## config.mk

```make
export PLATFORM = sky130hd
export DESIGN_NAME = node_injector
export DESIGN_NICKNAME = d
export VERILOG_FILES = /design/src/rtl/node_injector.sv
export SDC_FILE = /design/constraint.sdc
export NUM_CORES = 1
export LEC_CHECK = 0
export BUFFER_PORTS_ARGS = -buffer_cell sky130_fd_sc_hd__buf_2
export CAP_MARGIN = 5
export CELL_PAD_IN_SITES_DETAIL_PLACEMENT = 1
export CELL_PAD_IN_SITES_GLOBAL_PLACEMENT = 1
export CORE_UTILIZATION = 45
export DETAILED_ROUTE_END_ITERATION = 10
export MAX_ROUTING_LAYER = met4
export PLACE_DENSITY_LB_ADDON = 0.1
export SLEW_MARGIN = 20
export SYNTH_ARGS = -nofsm -noshare
export SYNTH_HDL_FRONTEND = slang
export SYNTH_SLANG_ARGS = --single-unit
export TNS_END_PERCENT = 30
```

## constraint.sdc

```tcl
create_clock -name clk -period 13.5 [get_ports clk]
set_input_delay 0.675 -clock clk [delete_from_list [all_inputs] [get_ports clk]]
set_output_delay 0.675 -clock clk [all_outputs]
set_load 0.03 [all_outputs]
```

## src/rtl/node_injector.sv

```systemverilog
// Transmit-side network interface for one mesh node: tags core requests with a
// {dst_y, dst_x} header, queues them for the router and loops self-addressed packets back.
module node_injector #(
    parameter int STREAM_WIDTH = 144,
    parameter int NET_WIDTH    = 4,
    parameter int NW_HALF      = 2,
    parameter int SELF_X       = 0,
    parameter int SELF_Y       = 0,
    parameter int FIFO_DEPTH   = 4
) (
    input  logic                               clk,
    input  logic                               rst_n,
    input  logic                               req_valid,
    output logic                               req_ready,
    input  logic [NW_HALF-1:0]                 req_dst_x,
    input  logic [NW_HALF-1:0]                 req_dst_y,
    input  logic [STREAM_WIDTH-NET_WIDTH-1:0]  req_payload,
    output logic                               out_valid,
    input  logic                               out_ready,
    output logic [STREAM_WIDTH-1:0]            out_stream,
    output logic                               loop_valid,
    output logic [STREAM_WIDTH-1:0]            loop_stream,
    output logic [$clog2(FIFO_DEPTH):0]        occupancy,
    output logic [15:0]                        tx_count
);

    localparam int PTR_W = $clog2(FIFO_DEPTH);
    localparam int OCC_W = PTR_W + 1;
    localparam logic [NW_HALF-1:0] SELF_X_L = NW_HALF'(SELF_X);
    localparam logic [NW_HALF-1:0] SELF_Y_L = NW_HALF'(SELF_Y);
    localparam logic [OCC_W-1:0]   DEPTH_L  = OCC_W'(FIFO_DEPTH);

    logic [STREAM_WIDTH-1:0] r_mem [FIFO_DEPTH];
    logic [PTR_W-1:0]        r_wr_ptr;
    logic [PTR_W-1:0]        r_rd_ptr;
    logic [OCC_W-1:0]        r_occ;
    logic [15:0]             r_tx_count;
    logic                    r_loop_valid;
    logic [STREAM_WIDTH-1:0] r_loop_stream;

    logic                    w_self;
    logic                    w_full;
    logic                    w_ready;
    logic                    w_push;
    logic                    w_pop;
    logic                    w_loop;
    logic [STREAM_WIDTH-1:0] w_packet;

    // Request decode: readiness depends only on stored state and the request address.
    always_comb begin
        w_self   = (req_dst_x == SELF_X_L) && (req_dst_y == SELF_Y_L);
        w_full   = (r_occ == DEPTH_L);
        w_ready  = rst_n & (w_self | ~w_full);
        w_loop   = req_valid & w_ready & w_self;
        w_push   = req_valid & w_ready & ~w_self;
        w_pop    = (r_occ != {OCC_W{1'b0}}) & out_ready;
        w_packet = {req_dst_y, req_dst_x, req_payload};
    end

    // Packet storage and pointers; storage is cleared so stale packets never reappear after reset.
    always_ff @(posedge clk) begin
        if (!rst_n) begin
            for (int i = 0; i < FIFO_DEPTH; i++) begin
                r_mem[i] <= {STREAM_WIDTH{1'b0}};
            end
            r_wr_ptr <= {PTR_W{1'b0}};
            r_rd_ptr <= {PTR_W{1'b0}};
        end else begin
            if (w_push) begin
                r_mem[r_wr_ptr] <= w_packet;
                r_wr_ptr        <= r_wr_ptr + PTR_W'(1);
            end else begin
                r_wr_ptr <= r_wr_ptr;
            end
            if (w_pop) begin
                r_rd_ptr <= r_rd_ptr + PTR_W'(1);
            end else begin
                r_rd_ptr <= r_rd_ptr;
            end
        end
    end

    // Occupancy tracked apart from the pointers so full and empty are unambiguous.
    always_ff @(posedge clk) begin
        if (!rst_n) begin
            r_occ <= {OCC_W{1'b0}};
        end else begin
            case ({w_push, w_pop})
                2'b10:   r_occ <= r_occ + OCC_W'(1);
                2'b01:   r_occ <= r_occ - OCC_W'(1);
                default: r_occ <= r_occ;
            endcase
        end
    end

    // Router hand-off counter and the self-addressed loopback path.
    always_ff @(posedge clk) begin
        if (!rst_n) begin
            r_tx_count    <= 16'h0000;
            r_loop_valid  <= 1'b0;
            r_loop_stream <= {STREAM_WIDTH{1'b0}};
        end else begin
            if (w_pop) begin
                r_tx_count <= r_tx_count + 16'h0001;
            end else begin
                r_tx_count <= r_tx_count;
            end
            r_loop_valid <= w_loop;
            if (w_loop) begin
                r_loop_stream <= w_packet;
            end else begin
                r_loop_stream <= r_loop_stream;
            end
        end
    end

    assign req_ready   = w_ready;
    assign out_valid   = (r_occ != {OCC_W{1'b0}});
    assign out_stream  = r_mem[r_rd_ptr];
    assign loop_valid  = r_loop_valid;
    assign loop_stream = r_loop_stream;
    assign occupancy   = r_occ;
    assign tx_count    = r_tx_count;

endmodule

```

Word level (Yosys, flattened, before mapping) --
Memories as Yosys holds them, arrays and structs flattened. A register that Yosys moved wholly into a read port is not among the register bits. Cells that the tools add are included.
Cells by class: add/subtract/negate cells 5, equal/unequal tests 3, multiplexer cells 10, bitwise logic cells 8, reduce and logical (&&, ||, !) cells 6
Operator list (number):
- 2-to-1 mux 144 bit | 1
- OR reduction 144 bit | 1
- adder 16 x 1 -> 16 bit (second input constant) | 1
- 2-to-1 mux 2 bit | 3
- one-hot mux 3 bit (2 select lines) | 1
- bitwise AND 1 bit | 5
- 2-to-1 mux 1 bit | 5
- adder 2 x 1 -> 2 bit (second input constant) | 2
- logical NOT 2 bit | 2
- adder 3 x 1 -> 3 bit (second input constant) | 1
- equality test 3 bit (second input constant) | 1
- nonzero test 3 bit | 1
- subtractor 3 x 1 -> 3 bit (second input constant) | 1
- equality test 2 x 1 -> 1 bit (second input constant) | 1
- equality test 2 bit (second input constant) | 1
- inverter 1 bit | 2
- nonzero test 2 bit | 1
- logical AND 1 bit | 1
- OR 1 bit | 1
Word-level totals: register bits 168, memory bits (writable) 576, input port bits 148, output and inout bits 310, word-level logic and storage cells 39, memories 1
Memories:
- r_mem | depth 4, bits a word 144, read ports 1, clocked after memory_dff 1, write ports 4, line 33 | logic [STREAM_WIDTH-1:0] r_mem [FIFO_DEPTH];

Logic depth before layout (Yosys ltp) --
Gate-level depths: netlist of the first run.
depth in word-level cells 11, depth in mapped cells 12

Least setup slack after synthesis of the first run --
Ideal clock, no wire load.
kind input to register, start input rst_n, end memory r_mem[0][0] (enable), setup time 0.529 ns, arrival time 5.284 ns, setup slack 7.688 ns, stages 7, path through buf_2 > nand2_1 > a211oi_2 > buf_4 > nor3b_4 > buf_6 > nand2b_1
RTL lines:
- start, declared | line 12 | input logic rst_n,
- end, declared | line 33

==> results of run 1 <==
==> per-layer routing <==
| layer | vias to the layer above | GRT usage | wire, um |
|---|---|---|---|
| met5 | - | - | 0 |
| met4 | 0 | 0.0811 | 2310 |
| met3 | 123 | 0.0499 | 4570 |
| met2 | 475 | 0.407 | 41400 |
| met1 | 9708 | 0.310 | 35300 |
| li1 | 8472 | - | - |
==> final cells by class <==
type	instances	area, um2
diodes	4	10.0
clock buffers	126	2510
clock inverters	25	146
fillers	6703	30900
inverters	8	42.5
multi-input cells	1247	9350
flip-flops and latches	746	20700
well taps	873	1090
repair buffers	481	2540
==> cell families after synthesis <==
family	count (synthesis)	synth area share
AO/OA/AOI/OAI	152	0.0255
XOR/XNOR	15	0.00429
adder cells (fa/ha/maj)	3	0.00147
buffers and inverters	155	0.0219
flip-flops	746	0.675
multiplexers	148	0.107
AND/OR/NAND/NOR	929	0.165
==> synth_stat cells (2+ instances only) <==
| library cell | instances |
|---|---|
| sky130_fd_sc_hd__mux4_2 | 144 |
| sky130_fd_sc_hd__and3b_1 | 2 |
| sky130_fd_sc_hd__xor2_1 | 7 |
| sky130_fd_sc_hd__and2_1 | 576 |
| sky130_fd_sc_hd__nand2b_1 | 6 |
| sky130_fd_sc_hd__nand3_1 | 7 |
| sky130_fd_sc_hd__nand2_1 | 292 |
| sky130_fd_sc_hd__buf_2 | 32 |
| sky130_fd_sc_hd__and3_1 | 4 |
| sky130_fd_sc_hd__edfxtp_1 | 576 |
| sky130_fd_sc_hd__ha_1 | 2 |
| sky130_fd_sc_hd__or3_1 | 2 |
| sky130_fd_sc_hd__nor3_1 | 2 |
| sky130_fd_sc_hd__nor2_1 | 22 |
| sky130_fd_sc_hd__clkbuf_1 | 107 |
| sky130_fd_sc_hd__xnor2_1 | 8 |
| sky130_fd_sc_hd__o31a_1 | 2 |
| sky130_fd_sc_hd__buf_6 | 6 |
| sky130_fd_sc_hd__dfxtp_1 | 170 |
| sky130_fd_sc_hd__or4_1 | 2 |
| sky130_fd_sc_hd__nand4_1 | 4 |
| sky130_fd_sc_hd__nor4_1 | 5 |
| sky130_fd_sc_hd__a21oi_1 | 145 |
| sky130_fd_sc_hd__inv_1 | 6 |
| sky130_fd_sc_hd__mux2i_1 | 4 |
==> power by group <==
part | switching [mW] | internal, mW
Clock | 0.897 | 1.30
Combinational | 0.854 | 0.471
Sequential | 0.0805 | 2.64
==> worst register-to-register path, stage by stage (launching register included) <==
cell                       delay (ns)
sky130_fd_sc_hd__dfxtp_1         0.46
sky130_fd_sc_hd__nor2_1          0.18
sky130_fd_sc_hd__a211oi_4        0.28
sky130_fd_sc_hd__buf_4           0.48
sky130_fd_sc_hd__and3b_4         0.95
sky130_fd_sc_hd__nand2b_4        0.88
sky130_fd_sc_hd__buf_4           0.89
==> path summary, 6_finish.rpt <==
check	start	end	slack (ns)	cells after the start
worst min register to register	loop_stream[97]	loop_stream[97]	0.45	2
worst min-delay path	req_payload[62]	loop_stream[62]	0.34	3
worst max register to register	occupancy[0]	r_mem[1][97]	8.95	6
worst max-delay path	rst_n	r_mem[1][97]	8.90	7
==> through the flow <==
| stage | util | power (mW) | worst slack [ns] | instances | hold WS (ns) |
|---|---|---|---|---|---|
| after detailed placement | 0.500 | 4.11 | 8.05 | 3353 | 0.445 |
| after CTS | 0.540 | 6.31 | 8.72 | 3504 | 0.306 |
| after global routing | 0.541 | 6.46 | 8.67 | 3510 | 0.332 |
| after floorplan | - | 3.66 | 7.69 | 2148 | 0.485 |
| after global placement | 0.500 | 4.09 | 8.12 | 3352 | 0.438 |
| final | 0.541 | 6.24 | 8.90 | 3510 | 0.337 |
==> registers in the layout (all words and copies together) (netlist names), named ones only <==
register,cells
loop_stream,144
loop_valid,1
occupancy,3
r_mem,576
r_rd_ptr,2
r_wr_ptr,2
tx_count,16
==> impl_metrics.env, run 1 <==
export IMPL_yosysSeqAreaShare=0.675
export IMPL_synth_top_area_frac=0.564
export IMPL_fmaxAchievable_mhz=217
export IMPL_place_port_buffers=457
export IMPL_htreeDepth=3
export IMPL_critical_path_arrival_ns=4.83
export IMPL_tightestPinTransition_ns=0.995
export IMPL_cts_tree="built"
export IMPL_route_antenna_remaining_nets=0
export IMPL_period_needed_ns=4.60
export IMPL_synth_cells=2148
export IMPL_maximum_number_of_pins_on_one_net_before_global_route_repair=142
export IMPL_grt_usage=0.248
export IMPL_placement_cell_area_mm2=0.0337
export IMPL_clkTransAtPathRegs_ns=0.06
export IMPL_setup_violations=0
export IMPL_critical_path_slowest_cell="sky130_fd_sc_hd__and3b_4"
export IMPL_hold_viol_final=0
export IMPL_cts_sinks=746
export IMPL_final_period_utilization=0.341
export IMPL_critical_path_endpoint_type="register"
export IMPL_die_height_um=263
export IMPL_synth_net_count=2299
export IMPL_cell_variety_after_synth=40
export IMPL_critPathMaxStageDelay_ns=0.94
export IMPL_routed_via_count=18800
export IMPL_first_pass_iters=4
export IMPL_synth_edf_count=576
export IMPL_avgRoutedWirePerCell_um=23.8
export IMPL_total_overflow_reported_by_the_global_router=0
export IMPL_synth_seq_cells=746
export IMPL_cell_type_with_the_highest_occurrence_count_on_the_critical_path="sky130_fd_sc_hd__buf_4"
export IMPL_worstPathMaxFanout=73
export IMPL_post_drt_via_cell_ratio=5.35
export IMPL_grt_setup_unrepaired="false"
export IMPL_timing_setup_tns_ns=0
export IMPL_netlist_top_cells_area="sky130_fd_sc_hd__edfxtp_1 (56%), sky130_fd_sc_hd__and2_1 (12%), sky130_fd_sc_hd__dfxtp_1 (11%)"
export IMPL_grt_pass1_vias=20000
export IMPL_timing_final_max_slew_violations=0
export IMPL_cts_path_max_buffers=3
export IMPL_die_width_um=263
export IMPL_drtIter0Drc=1219
export IMPL_finish_net_count=2716
export IMPL_dp_final_hpwl_mm=51.2
export IMPL_criticalPathCategory="input port to register"
export IMPL_worstPathRequired_ns=13.72
export IMPL_max_slew_margin=0.336
export IMPL_drive_above_1_share=0.289
export IMPL_rows=95
export IMPL_power_ir_vdd_worst_mv=0.139
export IMPL_ys_async_sr_fraction=0
export IMPL_pin_count=458
export IMPL_area_growth_from_synthesis_to_layout_pct=18.7
export IMPL_detail_route_drc_violations=0
export IMPL_syn_avg_cell_area_um2=14.3
export IMPL_finalWeightedCongestion=0.785
export IMPL_global_route_wire_length_before_repair_mm=125
export IMPL_synth_main_ff_cell="sky130_fd_sc_hd__edfxtp_1"
export IMPL_finalClockSkew_ns=0.0146
export IMPL_die_area_mm2=0.0692
export IMPL_route_final_wire_length_mm=83.5
export IMPL_timing_critical_path_max_delay_family="simple AND/OR/NAND/NOR gates"
export IMPL_worst_skew_pair_late_latency_ns=0.61
export IMPL_cts_setup_buffers=0
export IMPL_post_cts_resized_instances=0
export IMPL_cts_root_buffer="sky130_fd_sc_hd__clkbuf_16"
export IMPL_timing_critical_path_cells="buf_2 -> nand2_1 -> a211oi_4 -> buf_4 -> and3b_4 -> nand2b_4 -> buf_4"
export IMPL_most_common_layout_cells="sky130_fd_sc_hd__and2_1 (576), sky130_fd_sc_hd__edfxtp_1 (576), sky130_fd_sc_hd__buf_2 (457)"
export IMPL_post_synthesis_cell_area_mm2=0.0307
export IMPL_hold_buffers=0
export IMPL_core_area_mm2=0.0673
export IMPL_timing_hold_worst_class="input port to register"
export IMPL_path_buf_inv=3
export IMPL_synth_top_cell_by_area="sky130_fd_sc_hd__edfxtp_1"
export IMPL_numCtsBuffers=81
export IMPL_synthesis_yosys_warnings=0
export IMPL_cellPowerDensity_mw_per_mm2=171
export IMPL_number_of_antenna_violations_at_the_first_check_in_global_routing=4
export IMPL_startpoint_type="input port"
export IMPL_max_cap_violations=0
export IMPL_run_status="completed"
export IMPL_floorplan_initialDensity=0.456
export IMPL_final_cell_area_mm2=0.0364
export IMPL_leakage_nw=14.0
No activity file was read; power rests on OpenSTA's default activity.
==> run 2: changes to the inputs <==
==> constraint.sdc (replaced) <==
create_clock -name clk -period 4.8 [get_ports clk]
set_input_delay 0.24 -clock clk [delete_from_list [all_inputs] [get_ports clk]]
set_output_delay 0.24 -clock clk [all_outputs]
set_load 0.03 [all_outputs]
==> impl_metrics.env, run 2 (synthesis gave the netlist of run 1 again) <==
export IMPL_first_pass_iters=6
export IMPL_cts_root_buffer="sky130_fd_sc_hd__clkbuf_16"
export IMPL_post_place_ws_ns=1.55
export IMPL_die_width_um=263
export IMPL_worstPathMaxFanout=45
export IMPL_route_final_wire_length_mm=85.5
export IMPL_critical_path_arrival_ns=3.71
export IMPL_grt_usage=0.254
export IMPL_pin_count=458
export IMPL_startpoint_type="input port"
export IMPL_grt_setup_unrepaired="false"
export IMPL_drtIter0Drc=1016
export IMPL_die_area_mm2=0.0692
export IMPL_finalWeightedCongestion=0.780
export IMPL_setup_violations=0
export IMPL_hold_viol_final=0
export IMPL_dp_final_hpwl_mm=48.6
export IMPL_critical_path_endpoint_type="register"
export IMPL_register_bank_with_the_most_flops="r_mem"
export IMPL_max_slew_margin=0.308
export IMPL_most_common_layout_cells="sky130_fd_sc_hd__and2_1 (576), sky130_fd_sc_hd__edfxtp_1 (576), sky130_fd_sc_hd__buf_2 (457)"
export IMPL_routed_via_count=19500
export IMPL_timing_hold_worst_class="input port to register"
export IMPL_cts_sinks=746
export IMPL_overall_power_after_layout_mw=17.5
export IMPL_worst_skew_pair_late_latency_ns=0.60
export IMPL_drive_above_1_share=0.273
export IMPL_finish_net_count=2863
export IMPL_finalClockSkew_ns=0.0131
export IMPL_critPathMaxStageDelay_ns=0.87
export IMPL_rows=95
export IMPL_fillerInstances=6665
export IMPL_worstPathRequired_ns=5.33
export IMPL_max_cap_violations=0
export IMPL_postLayoutSetupSlackWorst_ns=1.61
export IMPL_timing_setup_tns_ns=0
export IMPL_global_route_wire_length_before_repair_mm=128
export IMPL_post_drt_via_cell_ratio=5.33
export IMPL_htreeDepth=3
export IMPL_period_needed_ns=3.19
export IMPL_criticalPathCategory="input port to register"
export IMPL_area_growth_from_synthesis_to_layout_pct=23.4
export IMPL_tightestPinTransition_ns=1.04
export IMPL_core_area_mm2=0.0673
export IMPL_largest_register_ff_count=576
export IMPL_die_height_um=263
export IMPL_clkTransAtPathRegs_ns=0.06
export IMPL_cts_tree="built"
export IMPL_route_antenna_remaining_nets=0
export IMPL_leakage_nw=14.6
export IMPL_timing_critical_path_cells="dlygate4sd3_1 -> buf_2 -> nor4_1 -> a211oi_4 -> buf_4 -> inv_1 -> ha_1 -> inv_1 -> fa_1 -> xor2_1 -> or3_1 -> a21oi_1"
export IMPL_critical_path_slowest_cell="sky130_fd_sc_hd__nor4_1"
export IMPL_power_ir_vdd_worst_mv=0.268
export IMPL_total_overflow_reported_by_the_global_router=0
export IMPL_floorplan_initialDensity=0.456
export IMPL_cts_path_max_buffers=3
export IMPL_fmaxAchievable_mhz=314
export IMPL_cell_type_with_the_highest_occurrence_count_on_the_critical_path="sky130_fd_sc_hd__inv_1"
export IMPL_grt_pass1_vias=21000
export IMPL_hold_slack_ns=0.170
export IMPL_timing_final_max_slew_violations=0
export IMPL_place_port_buffers=457
export IMPL_number_of_antenna_violations_at_the_first_check_in_global_routing=3
export IMPL_run_status="completed"
export IMPL_final_util=0.562
export IMPL_detail_route_drc_violations=0
export IMPL_maximum_number_of_pins_on_one_net_before_global_route_repair=146
export IMPL_final_period_utilization=0.664
export IMPL_cellPowerDensity_mw_per_mm2=462
export IMPL_numCtsBuffers=81
export IMPL_cts_setup_buffers=0
export IMPL_avgRoutedWirePerCell_um=23.4
run 2: metrics by stage:
step	instance area, um2	cells
after floorplan	30700	2148
after global placement	33800	3358
after detailed placement	33800	3358
after CTS	37800	3652
after global routing	37800	3655
final	37800	3655
run 2: metal layers:
| metal | up-vias | global-route usage | share of wire |
|---|---|---|---|
| li1 | 8767 | - | - |
| met1 | 10100 | 0.317 | 0.42 |
| met2 | 498 | 0.423 | 0.50 |
| met3 | 128 | 0.0391 | 0.049 |
| met4 | 0 | 0.0874 | 0.031 |
| met5 | - | - | 0 |
run 2: worst paths after layout:
check,end,cells after the start,slack (ns),from
setup reg to reg,occupancy[2],10,1.90,occupancy[0]
hold / removal,tx_count[12],2,0.17,rst_n
hold reg to reg,loop_stream[116],2,0.45,loop_stream[116]
setup / recovery,occupancy[2],12,1.61,req_dst_y[1]
run 2: final cells by class:
cell class                 count  area (um2)  share of cell area
antenna                        3        7.51            0.000198
clock buffer                 116        2310              0.0611
clock inverter                34         243             0.00642
inverter                       8        40.0             0.00106
multi-input combinational   1247        9350               0.247
sequential                   746       20700               0.547
tap                          873        1090              0.0289
timing repair buffer         628        4080               0.108
run 2: timing repair:
action                                  in CTS  in global routing
gates resized for setup                      0                  0
hold endpoints to repair                   644                  0
hold buffers                               144                  0
endpoints found under the setup margin       0                  0
run 2: report_power, final:
group | switching, mW | leakage [nW] | internal, mW
Clock | 2.50 | 1.27 | 3.51
Combinational | 2.39 | 5.95 | 1.42
Sequential | 0.254 | 7.35 | 7.41
Total | 5.15 | 14.6 | 12.3
run 2: worst max-delay path, delay by kind of cell:
| family | cells | cell delay (ns) |
|---|---|---|
| buffers and inverters | 5 | 1.25 |
| AOI/OAI and AO/OA | 2 | 0.28 |
| and+or+nand+nor | 2 | 1.17 |
| xor gates and xnor gates | 1 | 0.16 |
| adders and majority gates | 2 | 0.58 |
